`src/rtl/mvu_control_unit_if.sv`:
```
// Handshake/datapath bundle between the MVU sequencer, its activation source and the PE/SIMD array.
// master = sequencer side, slave = source/datapath side.
interface mvu_control_unit_if #(
   parameter int SIMD = 2,
   parameter int TI   = 1,
   parameter int WA   = 2
);
   logic                 in_v;
   logic                 in_rdy;
   logic [SIMD*TI-1:0]   in_act;
   logic                 out_rdy;
   logic                 beat_v;
   logic [SIMD*TI-1:0]   act_out;
   logic [WA-1:0]        wgt_addr;
   logic                 beat_first;
   logic                 beat_last;
   logic                 busy;

   modport master (
      input  in_v, in_act, out_rdy,
      output in_rdy, beat_v, act_out, wgt_addr, beat_first, beat_last, busy
   );

   modport slave (
      output in_v, in_act, out_rdy,
      input  in_rdy, beat_v, act_out, wgt_addr, beat_first, beat_last, busy
   );
endinterface

```
`src/rtl/mvu_control_unit.sv`:
```
// MVU sequencer: captures one input vector (SF beats) while forwarding it, then replays it for the
// remaining NF-1 neuron folds. Define MVU_CTRL_PERF_EN to add saturating beat/stall counters.
module mvu_control_unit #(
   parameter int SIMD    = 2,
   parameter int PE      = 2,
   parameter int TI      = 1,
   parameter int MATRIXW = 4,
   parameter int MATRIXH = 4
) (
   input  logic               clk,
   input  logic               rst,
   mvu_control_unit_if.master bus
`ifdef MVU_CTRL_PERF_EN
   ,
   output logic [31:0]        perf_beats,
   output logic [31:0]        perf_stalls
`endif
);
   localparam int SF = MATRIXW / SIMD;
   localparam int NF = MATRIXH / PE;
   localparam int WA = (SF * NF > 1) ? $clog2(SF * NF) : 1;
   localparam int SA = (SF > 1) ? $clog2(SF) : 1;
   localparam int NA = (NF > 1) ? $clog2(NF) : 1;
   localparam int W  = SIMD * TI;

   typedef enum logic {
      FILL,
      REPLAY
   } state_t;

   state_t        state_reg, state_next;
   logic [SA-1:0] sf_reg, sf_next;
   logic [NA-1:0] nf_reg, nf_next;

   logic          stall;
   logic          in_fill;
   logic          accept;
   logic          issue;
   logic          sf_wrap;
   logic          nf_wrap;

   // Power-of-two depth keeps every sf index in range, including SF==1.
   logic [W-1:0]  buf_mem [2**SA];

   logic          beat_v_reg;
   logic [W-1:0]  act_out_reg;
   logic [WA-1:0] wgt_addr_reg;
   logic          beat_first_reg;
   logic          beat_last_reg;

   assign stall   = !bus.out_rdy;
   assign in_fill = (state_reg == FILL);
   assign accept  = in_fill && bus.in_v && !stall;
   assign issue   = in_fill ? accept : !stall;
   assign sf_wrap = (sf_reg == SA'(SF - 1));
   assign nf_wrap = (nf_reg == NA'(NF - 1));

   always_ff @(posedge clk) begin
      if (rst) begin
         state_reg <= FILL;
         sf_reg    <= '0;
         nf_reg    <= '0;
      end else begin
         state_reg <= state_next;
         sf_reg    <= sf_next;
         nf_reg    <= nf_next;
      end
   end

   // Last beat of the last fold returns to FILL; with NF==1 that is the end of the fill itself.
   always_comb begin
      state_next = state_reg;
      sf_next    = sf_reg;
      nf_next    = nf_reg;
      if (issue) begin
         if (sf_wrap) begin
            sf_next = '0;
            if (nf_wrap) begin
               nf_next    = '0;
               state_next = FILL;
            end else begin
               nf_next    = nf_reg + NA'(1);
               state_next = REPLAY;
            end
         end else begin
            sf_next = sf_reg + SA'(1);
         end
      end
   end

   always_ff @(posedge clk) begin
      if (accept) begin
         buf_mem[sf_reg] <= bus.in_act;
      end
   end

   // The buffer read lands in the same register as the fill bypass, so both paths have one cycle of latency.
   always_ff @(posedge clk) begin
      if (rst) begin
         beat_v_reg     <= 1'b0;
         act_out_reg    <= '0;
         wgt_addr_reg   <= '0;
         beat_first_reg <= 1'b0;
         beat_last_reg  <= 1'b0;
      end else begin
         beat_v_reg <= issue;
         if (issue) begin
            act_out_reg    <= in_fill ? bus.in_act : buf_mem[sf_reg];
            wgt_addr_reg   <= WA'(nf_reg) * WA'(SF) + WA'(sf_reg);
            beat_first_reg <= (sf_reg == '0);
            beat_last_reg  <= sf_wrap;
         end
      end
   end

   assign bus.in_rdy     = in_fill && !stall;
   assign bus.busy       = (state_reg == REPLAY) || (sf_reg != '0);
   assign bus.beat_v     = beat_v_reg;
   assign bus.act_out    = act_out_reg;
   assign bus.wgt_addr   = wgt_addr_reg;
   assign bus.beat_first = beat_first_reg;
   assign bus.beat_last  = beat_last_reg;

`ifdef MVU_CTRL_PERF_EN
   logic [31:0] perf_beats_reg;
   logic [31:0] perf_stalls_reg;

   // A stall only counts when work was actually being held back.
   always_ff @(posedge clk) begin
      if (rst) begin
         perf_beats_reg  <= '0;
         perf_stalls_reg <= '0;
      end else begin
         if (issue && (perf_beats_reg != 32'hFFFF_FFFF)) begin
            perf_beats_reg <= perf_beats_reg + 32'd1;
         end
         if (stall && (!in_fill || bus.in_v) && (perf_stalls_reg != 32'hFFFF_FFFF)) begin
            perf_stalls_reg <= perf_stalls_reg + 32'd1;
         end
      end
   end

   assign perf_beats  = perf_beats_reg;
   assign perf_stalls = perf_stalls_reg;
`endif
endmodule

```
`src/flat_wrapper.sv`:
```
// flat-port wrapper written by rule: the top's interface ports become plain ports
module mvu_control_unit_flat 
#(
   parameter int SIMD    = 2,
   parameter int PE      = 2,
   parameter int TI      = 1,
   parameter int MATRIXW = 4,
   parameter int MATRIXH = 4
)
  (clk, rst, bus_in_v, bus_in_act, bus_out_rdy, bus_in_rdy, bus_beat_v, bus_act_out, bus_wgt_addr, bus_beat_first, bus_beat_last, bus_busy);
  mvu_control_unit_if #(.SIMD(SIMD), .TI(TI), .WA((2))) bus_i ();
  input  logic clk;
  input  logic rst;
  input wire logic [$bits(bus_i.in_v)-1:0] bus_in_v;
  input wire logic [$bits(bus_i.in_act)-1:0] bus_in_act;
  input wire logic [$bits(bus_i.out_rdy)-1:0] bus_out_rdy;
  output wire logic [$bits(bus_i.in_rdy)-1:0] bus_in_rdy;
  output wire logic [$bits(bus_i.beat_v)-1:0] bus_beat_v;
  output wire logic [$bits(bus_i.act_out)-1:0] bus_act_out;
  output wire logic [$bits(bus_i.wgt_addr)-1:0] bus_wgt_addr;
  output wire logic [$bits(bus_i.beat_first)-1:0] bus_beat_first;
  output wire logic [$bits(bus_i.beat_last)-1:0] bus_beat_last;
  output wire logic [$bits(bus_i.busy)-1:0] bus_busy;
  assign bus_i.in_v = bus_in_v;
  assign bus_i.in_act = bus_in_act;
  assign bus_i.out_rdy = bus_out_rdy;
  assign bus_in_rdy = bus_i.in_rdy;
  assign bus_beat_v = bus_i.beat_v;
  assign bus_act_out = bus_i.act_out;
  assign bus_wgt_addr = bus_i.wgt_addr;
  assign bus_beat_first = bus_i.beat_first;
  assign bus_beat_last = bus_i.beat_last;
  assign bus_busy = bus_i.busy;
  mvu_control_unit #(.SIMD(SIMD), .PE(PE), .TI(TI), .MATRIXW(MATRIXW), .MATRIXH(MATRIXH)) u_core (.clk(clk), .rst(rst), .bus(bus_i));
endmodule
```
`config.mk`:
```
export PLATFORM = sky130hd
export DESIGN_NAME = mvu_control_unit_flat
export DESIGN_NICKNAME = d
export VERILOG_FILES = /design/src/rtl/mvu_control_unit_if.sv /design/src/rtl/mvu_control_unit.sv /design/src/flat_wrapper.sv
export SDC_FILE = /design/constraint.sdc
export NUM_CORES = 1
export LEC_CHECK = 0
export ABC_AREA = 1
export CAP_MARGIN = 0
export CORE_UTILIZATION = 35
export CTS_BUF_LIST = sky130_fd_sc_hd__clkbuf_8
export DETAILED_ROUTE_END_ITERATION = 16
export PLACE_DENSITY = 0.65
export SLEW_MARGIN = 20
export SYNTH_ARGS = -nofsm -noshare
export SYNTH_HDL_FRONTEND = slang
export SYNTH_SLANG_ARGS = --single-unit
```
`constraint.sdc`:
```
create_clock -name clk -period 2 [get_ports clk]
set_clock_uncertainty 0.1 [all_clocks]
set_input_delay 0.6 -clock clk [delete_from_list [all_inputs] [get_ports clk]]
set_output_delay 0.6 -clock clk [all_outputs]
set_load 0.02 [all_outputs]
```
==> results of run 1 <==
cells by family after synthesis:
kind of cell	after synthesis	share of synthesized area, %
compound gates	7	8.92
buf+inv	6	5.68
simple gates	30	29.2
flops	11	56.2
worst min-delay path by stage:
stage,start,to,slack [ns],depth (start not counted)
floorplan,u_core.nf_reg,u_core.bus.wgt_addr[1],0.42,2
global placement,u_core.bus.wgt_addr[1],u_core.bus.wgt_addr[1],0.36,2
detailed placement,u_core.bus.wgt_addr[1],u_core.bus.wgt_addr[1],0.36,2
CTS,u_core.bus.wgt_addr[1],u_core.bus.wgt_addr[1],0.37,2
global route,u_core.bus.wgt_addr[1],u_core.bus.wgt_addr[1],0.38,2
finish,u_core.bus.wgt_addr[1],u_core.bus.wgt_addr[1],0.36,2
area by class of cell:
type | count | area (um2) | area share [%]
repair buffers | 20 | 186 | 26.5
clock inverters | 1 | 3.75 | 0.533
inverters | 5 | 18.8 | 2.66
multi-input cells | 37 | 176 | 25.0
well taps | 14 | 17.5 | 2.49
flip-flops and latches | 11 | 260 | 36.9
clock buffers | 3 | 41.3 | 5.86
what timing repair did:
| item | in CTS | in global routing |
|---|---|---|
| setup endpoints to repair | 2 | 1 |
| hold buffers | 0 | 0 |
| gates resized for setup | 9 | 1 |
cell usage in the layout (no fill, tap or decap), drive strengths merged:
cell type	Yosys	final
nand2	21	21
clkdlybuf4s50	0	10
dfxtp	7	7
buf	1	7
nand3	6	6
inv	5	6
a21oi	4	4
edfxtp	4	4
clkbuf	0	3
nor2	3	3
dlygate4sd2	0	2
o21ai	2	2
o21a	1	1
dlymetal6s2s	0	1
metrics by stage:
step | hold slack (ns) | power, W | setup TNS [ns]
after floorplan | 0.421 | 0.000289 | 0
after global placement | 0.356 | 0.000336 | -0.528
after detailed placement | 0.355 | 0.000337 | -0.537
after CTS | 0.367 | 0.000546 | 0
after global routing | 0.380 | 0.000566 | 0
final | 0.361 | 0.000542 | 0
routing by layer:
metal	share of wire (%)	vias up	track usage, %
li1	-	223	-
met1	44	187	16.8
met2	50	15	24.2
met3	5.3	2	3.49
met4	0.65	0	5.17
met5	0	-	0
power by group through the flow:
stage                     combinational [W]  sequential, W  clock [W]
final                             0.0000846       0.000246   0.000211
after global routing              0.0000918       0.000247   0.000227
after CTS                         0.0000857       0.000247   0.000214
after detailed placement          0.0000864       0.000251          0
after global placement            0.0000854       0.000251          0
after floorplan                   0.0000307       0.000258          0
==> impl_metrics.json, run 1 <==
{
  "endpoint": "bus_beat_last",
  "routedWlPerCell_um": 10.1,
  "n_antenna_cell": 0,
  "synth-warning-count": 0,
  "fmax_mhz": 528,
  "max_slew.worst_pin.slew_ns": 0.303,
  "synth.distinct_cells": 12,
  "clock_path_buffers": 2,
  "drtIter0Drc": 11,
  "grt_pass1_wl_um": 1370,
  "min_period_ns": 1.89,
  "fp.coreArea_um2": 1170,
  "postCtsSetupBuffers": 0,
  "cts_tree": "yes",
  "place_area_um2": 658,
  "wl_um": 923,
  "clkLatencyLatePin_ns": 0.23,
  "worst_slack_ns": 0.107,
  "synth_fp_nets": 60,
  "end_kind": "primary output",
  "dp_hpwl_um": 738,
  "hold_class": "reg2reg",
  "largest_reg_flops": 4,
  "syn_inst": 54,
  "synthFlopType": "dfxtp_1",
  "path_depth": 1,
  "critical_path.startpoint": "u_core.bus.wgt_addr[0]",
  "crit_fanout": 3,
  "layout-drive-gt1-share_pct": 18.2,
  "fill_cells": 109,
  "cpMaxStageDelayCell": "clkdlybuf4s50_1",
  "stdcell_count": 91,
  "synthTopCellsByArea": "dfxtp_1, edfxtp_1, nand2_1",
  "p_per_area_nw_per_um2": 769,
  "nets": 84,
  "ant_nets": 0,
  "power.internal_w": 0.000416,
  "synth_area_um2": 463,
  "h-tree-depth": 1,
  "worstReg2RegEnd": "u_core.buf_mem[1][1]",
  "power.leakage_nw": 0.330,
  "yosys.cell_count.top_type": "nand2_1",
  "route.detailed.drc": 0,
  "fp-row-count": 12,
  "p_clk_share_pct": 38.9,
  "area_growth_pct": 52.2,
  "clkSinkCount": 11,
  "r2r_cells": 4,
  "yosysTopAreaCellShare_pct": 30.3,
  "drv_cap": 0,
  "final-setup-viol-count": 0,
  "start_util_pct": 39.5,
  "postLayoutCoreUtil_pct": 60.1,
  "io_pins": 15,
  "stdcell_area_um2": 704,
  "place_inst": 87,
  "root_buffer": "clkbuf_8",
  "pre_cts_slack_ns": -0.537,
  "drtPass1Iterations": 4,
  "slowest_delay_ns": 0.62,
  "rr_startpoint": "u_core.nf_reg",
  "path_cells": "clkdlybuf4s50_1",
  "cp_num_buf_inv": 1,
  "grt_max_degree": 7,
  "crit_arrival_ns": 1.19,
  "rsz0062_at_grt": "false",
  "track_usage_pct": 14.1,
  "async_reset_ff_share_pct": 0,
  "vias_per_cell": 4.69,
  "antenna_found_initial": 0,
  "die_x_um": 38.4,
  "combPwrFrac_pct": 15.6,
  "yosysTopAreaCell": "dfxtp_1",
  "outcome": "finished clean",
  "switching_share_pct": 23.2,
  "synth_edf_count": 4,
  "die_area_um2": 1470,
  "syn_avg_cell_area_um2": 8.57,
  "vias": 427,
  "critPathRequiredTime_ns": 1.30,
  "synth-seq-cells": 11,
  "vdd_ir_drop_max_mv": 0.557,
  "start_kind": "register",
  "slew_violations": 0,
  "die_h_um": 38.4,
  "yosysSeqAreaShare_pct": 56.2,
  "io_buffer_count": 14,
  "clk_pin_slew_ns": 0.05,
  "grt_overflow_total": 0,
  "grt_pass1_vias": 350,
  "hold_violations": 0,
  "worstSetupPathType": "reg2out",
  "finalCritPeriodShare_pct": 94.7,
  "crit_family": "buffers and inverters",
  "gp_congestion": 0.755,
  "synthTopCellsByCount": "nand2_1, dfxtp_1, nand3_1, inv_1",
  "switching_power_w": 0.000126,
  "seqPwrFrac_pct": 45.5,
  "cts_buffers": 3,
  "relSlewSlack_pct": 79.8,
  "r2r_setup_slack_ns": 0.83
}
(Power assumes the default switching activity.)
==> run 2: changes to the inputs <==
--- a/config.mk
+++ b/config.mk
@@ -10,6 +10,7 @@
 export CORE_UTILIZATION = 35
 export CTS_BUF_LIST = sky130_fd_sc_hd__clkbuf_8
 export DETAILED_ROUTE_END_ITERATION = 16
+export HOLD_SLACK_MARGIN = 0.02
 export PLACE_DENSITY = 0.65
 export SLEW_MARGIN = 20
 export SYNTH_ARGS = -nofsm -noshare
==> results of run 2 <==
Same layout as run 1: the final DEF is identical, and so are final timing and power.
==> run 3: changes to the inputs <==
--- a/config.mk
+++ b/config.mk
@@ -8,7 +8,6 @@
 export ABC_AREA = 1
 export CAP_MARGIN = 0
 export CORE_UTILIZATION = 35
-export CTS_BUF_LIST = sky130_fd_sc_hd__clkbuf_8
 export DETAILED_ROUTE_END_ITERATION = 16
 export HOLD_SLACK_MARGIN = 0.02
 export PLACE_DENSITY = 0.65
==> run 3 against run 2 <==
  * Via count rose by 0.23%
  * Sequential power barely moved
  * Largest power group unchanged
  * Highest routed layer unchanged
  * Hold slack better by 0.0023 ns
  * Maximum frequency decreased by 2.0%
  * Final cell count unchanged
  * Clock-buffer cell count up 1
  * Global-route usage grew 0.86 points
  * Core utilization down 1.6 points
  * Die area unchanged
  * Combinational power is essentially flat
  * Sequential cell count did not move
==> impl_metrics.json, run 3 (synthesis results as in run 1) <==
{
  "combPwrFrac_pct": 17.8,
  "start_kind": "register",
  "io_pins": 15,
  "layout_commonest_cell": "nand2_1",
  "clkSinkCount": 11,
  "power.leakage_nw": 0.318,
  "grt_pass1_vias": 362,
  "stdcell_area_um2": 686,
  "hold_path_depth": 2,
  "switching_power_w": 0.000118,
  "r2r_cells": 4,
  "dp_hpwl_um": 738,
  "nets": 84,
  "clock_path_buffers": 2,
  "rsz0062_at_grt": "false",
  "p_per_area_nw_per_um2": 694,
  "ctsResizeCount": 9,
  "crit_arrival_ns": 1.23,
  "end_kind": "primary output",
  "start_util_pct": 39.5,
  "gp_congestion": 0.755,
  "setup_tns_ns": 0,
  "path_cells": "clkdlybuf4s50_1",
  "postCtsSetupBuffers": 0,
  "power.internal_w": 0.000358,
  "track_usage_pct": 14.9,
  "cts_tree": "yes",
  "whs_endpoint": "u_core.bus.wgt_addr[1]",
  "vias": 428,
  "drtIter0Drc": 13,
  "min_period_ns": 1.93,
  "clkLatencyLatePin_ns": 0.26,
  "place_area_um2": 658,
  "r2r_setup_slack_ns": 0.83,
  "critPathRequiredTime_ns": 1.30,
  "cpMaxStageDelayCell": "clkdlybuf4s50_1",
  "wl_um": 916,
  "ant_nets": 0,
  "max_slew.worst_pin.slew_ns": 0.302,
  "finalCritPeriodShare_pct": 96.6,
  "slew_violations": 0,
  "outcome": "finished clean",
  "fmax_mhz": 517,
  "n_antenna_cell": 0,
  "routedWlPerCell_um": 10.1,
  "die_area_um2": 1470,
  "hold_class": "reg2reg",
  "root_buffer": "clkbuf_4",
  "final-setup-viol-count": 0,
  "relSlewSlack_pct": 79.8,
  "grt_max_degree": 7,
  "route.detailed.drc": 0,
  "vias_per_cell": 4.70,
  "h-tree-depth": 1,
  "switching_share_pct": 24.7,
  "grt_overflow_total": 0,
  "largest_reg_flops": 4,
  "vdd_ir_drop_max_mv": 0.463,
  "layout-drive-gt1-share_pct": 18.2,
  "crit_fanout": 3,
  "drtPass1Iterations": 3,
  "p_clk_share_pct": 30.6,
  "min_from": "u_core.bus.wgt_addr[1]",
  "seqPwrFrac_pct": 51.6,
  "grt_pass1_wl_um": 1410,
  "die_x_um": 38.4,
  "worstReg2RegEnd": "u_core.sf_reg",
  "hold_violations": 0,
  "drv_cap": 0,
  "fp.coreArea_um2": 1170,
  "rr_startpoint": "u_core.nf_reg",
  "mostFrequentLayoutCells": "nand2_1, clkdlybuf4s50_1, dfxtp_1",
  "io_buffer_count": 14,
  "crit_family": "buffers and inverters",
  "cts_buffers": 3,
  "area_growth_pct": 48.1,
  "clk_pin_slew_ns": 0.06,
  "fp-row-count": 12,
  "cp_num_buf_inv": 1,
  "worstSetupPathType": "reg2out",
  "hold_buffers": 0,
  "slowest_delay_ns": 0.62,
  "die_h_um": 38.4,
  "antenna_found_initial": 0
}
==> run 3: worst max-delay path by stage <==
stage / startpoint / endpoint / slack, ns / cells past startpoint
after floorplan: u_core.sf_reg / bus_busy / 0.46 / 2
after CTS: u_core.sf_reg / bus_beat_first / 0.003 / 1
after global placement: bus_out_rdy / bus_in_rdy / -0.53 / 4
after detailed placement: bus_out_rdy / bus_in_rdy / -0.54 / 4
final: u_core.bus.wgt_addr[0] / bus_beat_last / 0.07 / 1
after global routing: u_core.bus.wgt_addr[0] / bus_beat_last / 0.03 / 1
==> run 3: cell type report <==
| cell class | count | area [um2] |
|---|---|---|
| multi-input combinational | 37 | 176 |
| sequential | 11 | 260 |
| clock buffer | 4 | 26.3 |
| fill | 112 | 485 |
| inverter | 5 | 18.8 |
| timing repair buffer | 20 | 186 |
| tap | 14 | 17.5 |
==> run 3: power by group through the flow <==
| stage | combinational, W | clock, W | sequential [W] |
|---|---|---|---|
| after floorplan | 0.0000307 | 0 | 0.000258 |
| after global placement | 0.0000854 | 0 | 0.000251 |
| after detailed placement | 0.0000864 | 0 | 0.000251 |
| after CTS | 0.0000858 | 0.000151 | 0.000246 |
| after global routing | 0.0000919 | 0.000166 | 0.000246 |
| final | 0.0000846 | 0.000146 | 0.000246 |
==> run 3: layer usage <==
metal / share of wire, % / wire length (um) / global-route usage, %
met1: 45 / 408 / 17.2
met2: 50 / 455 / 24.2
met3: 3.8 / 35 / 3.49
met4: 1.9 / 17 / 10.3
met5: 0 / 0 / 0
==> run 3: per-stage QoR <==
stage,hold slack [ns],utilization [%],setup slack (ns),power (W),cells
global route,0.383,58.5,0.0276,0.000504,91
floorplan,0.421,-,0.459,0.000289,54
CTS,0.370,58.3,0.00313,0.000483,91
detailed placement,0.355,56.2,-0.537,0.000337,87
global placement,0.356,56.2,-0.528,0.000336,87
finish,0.363,58.5,0.0674,0.000476,91
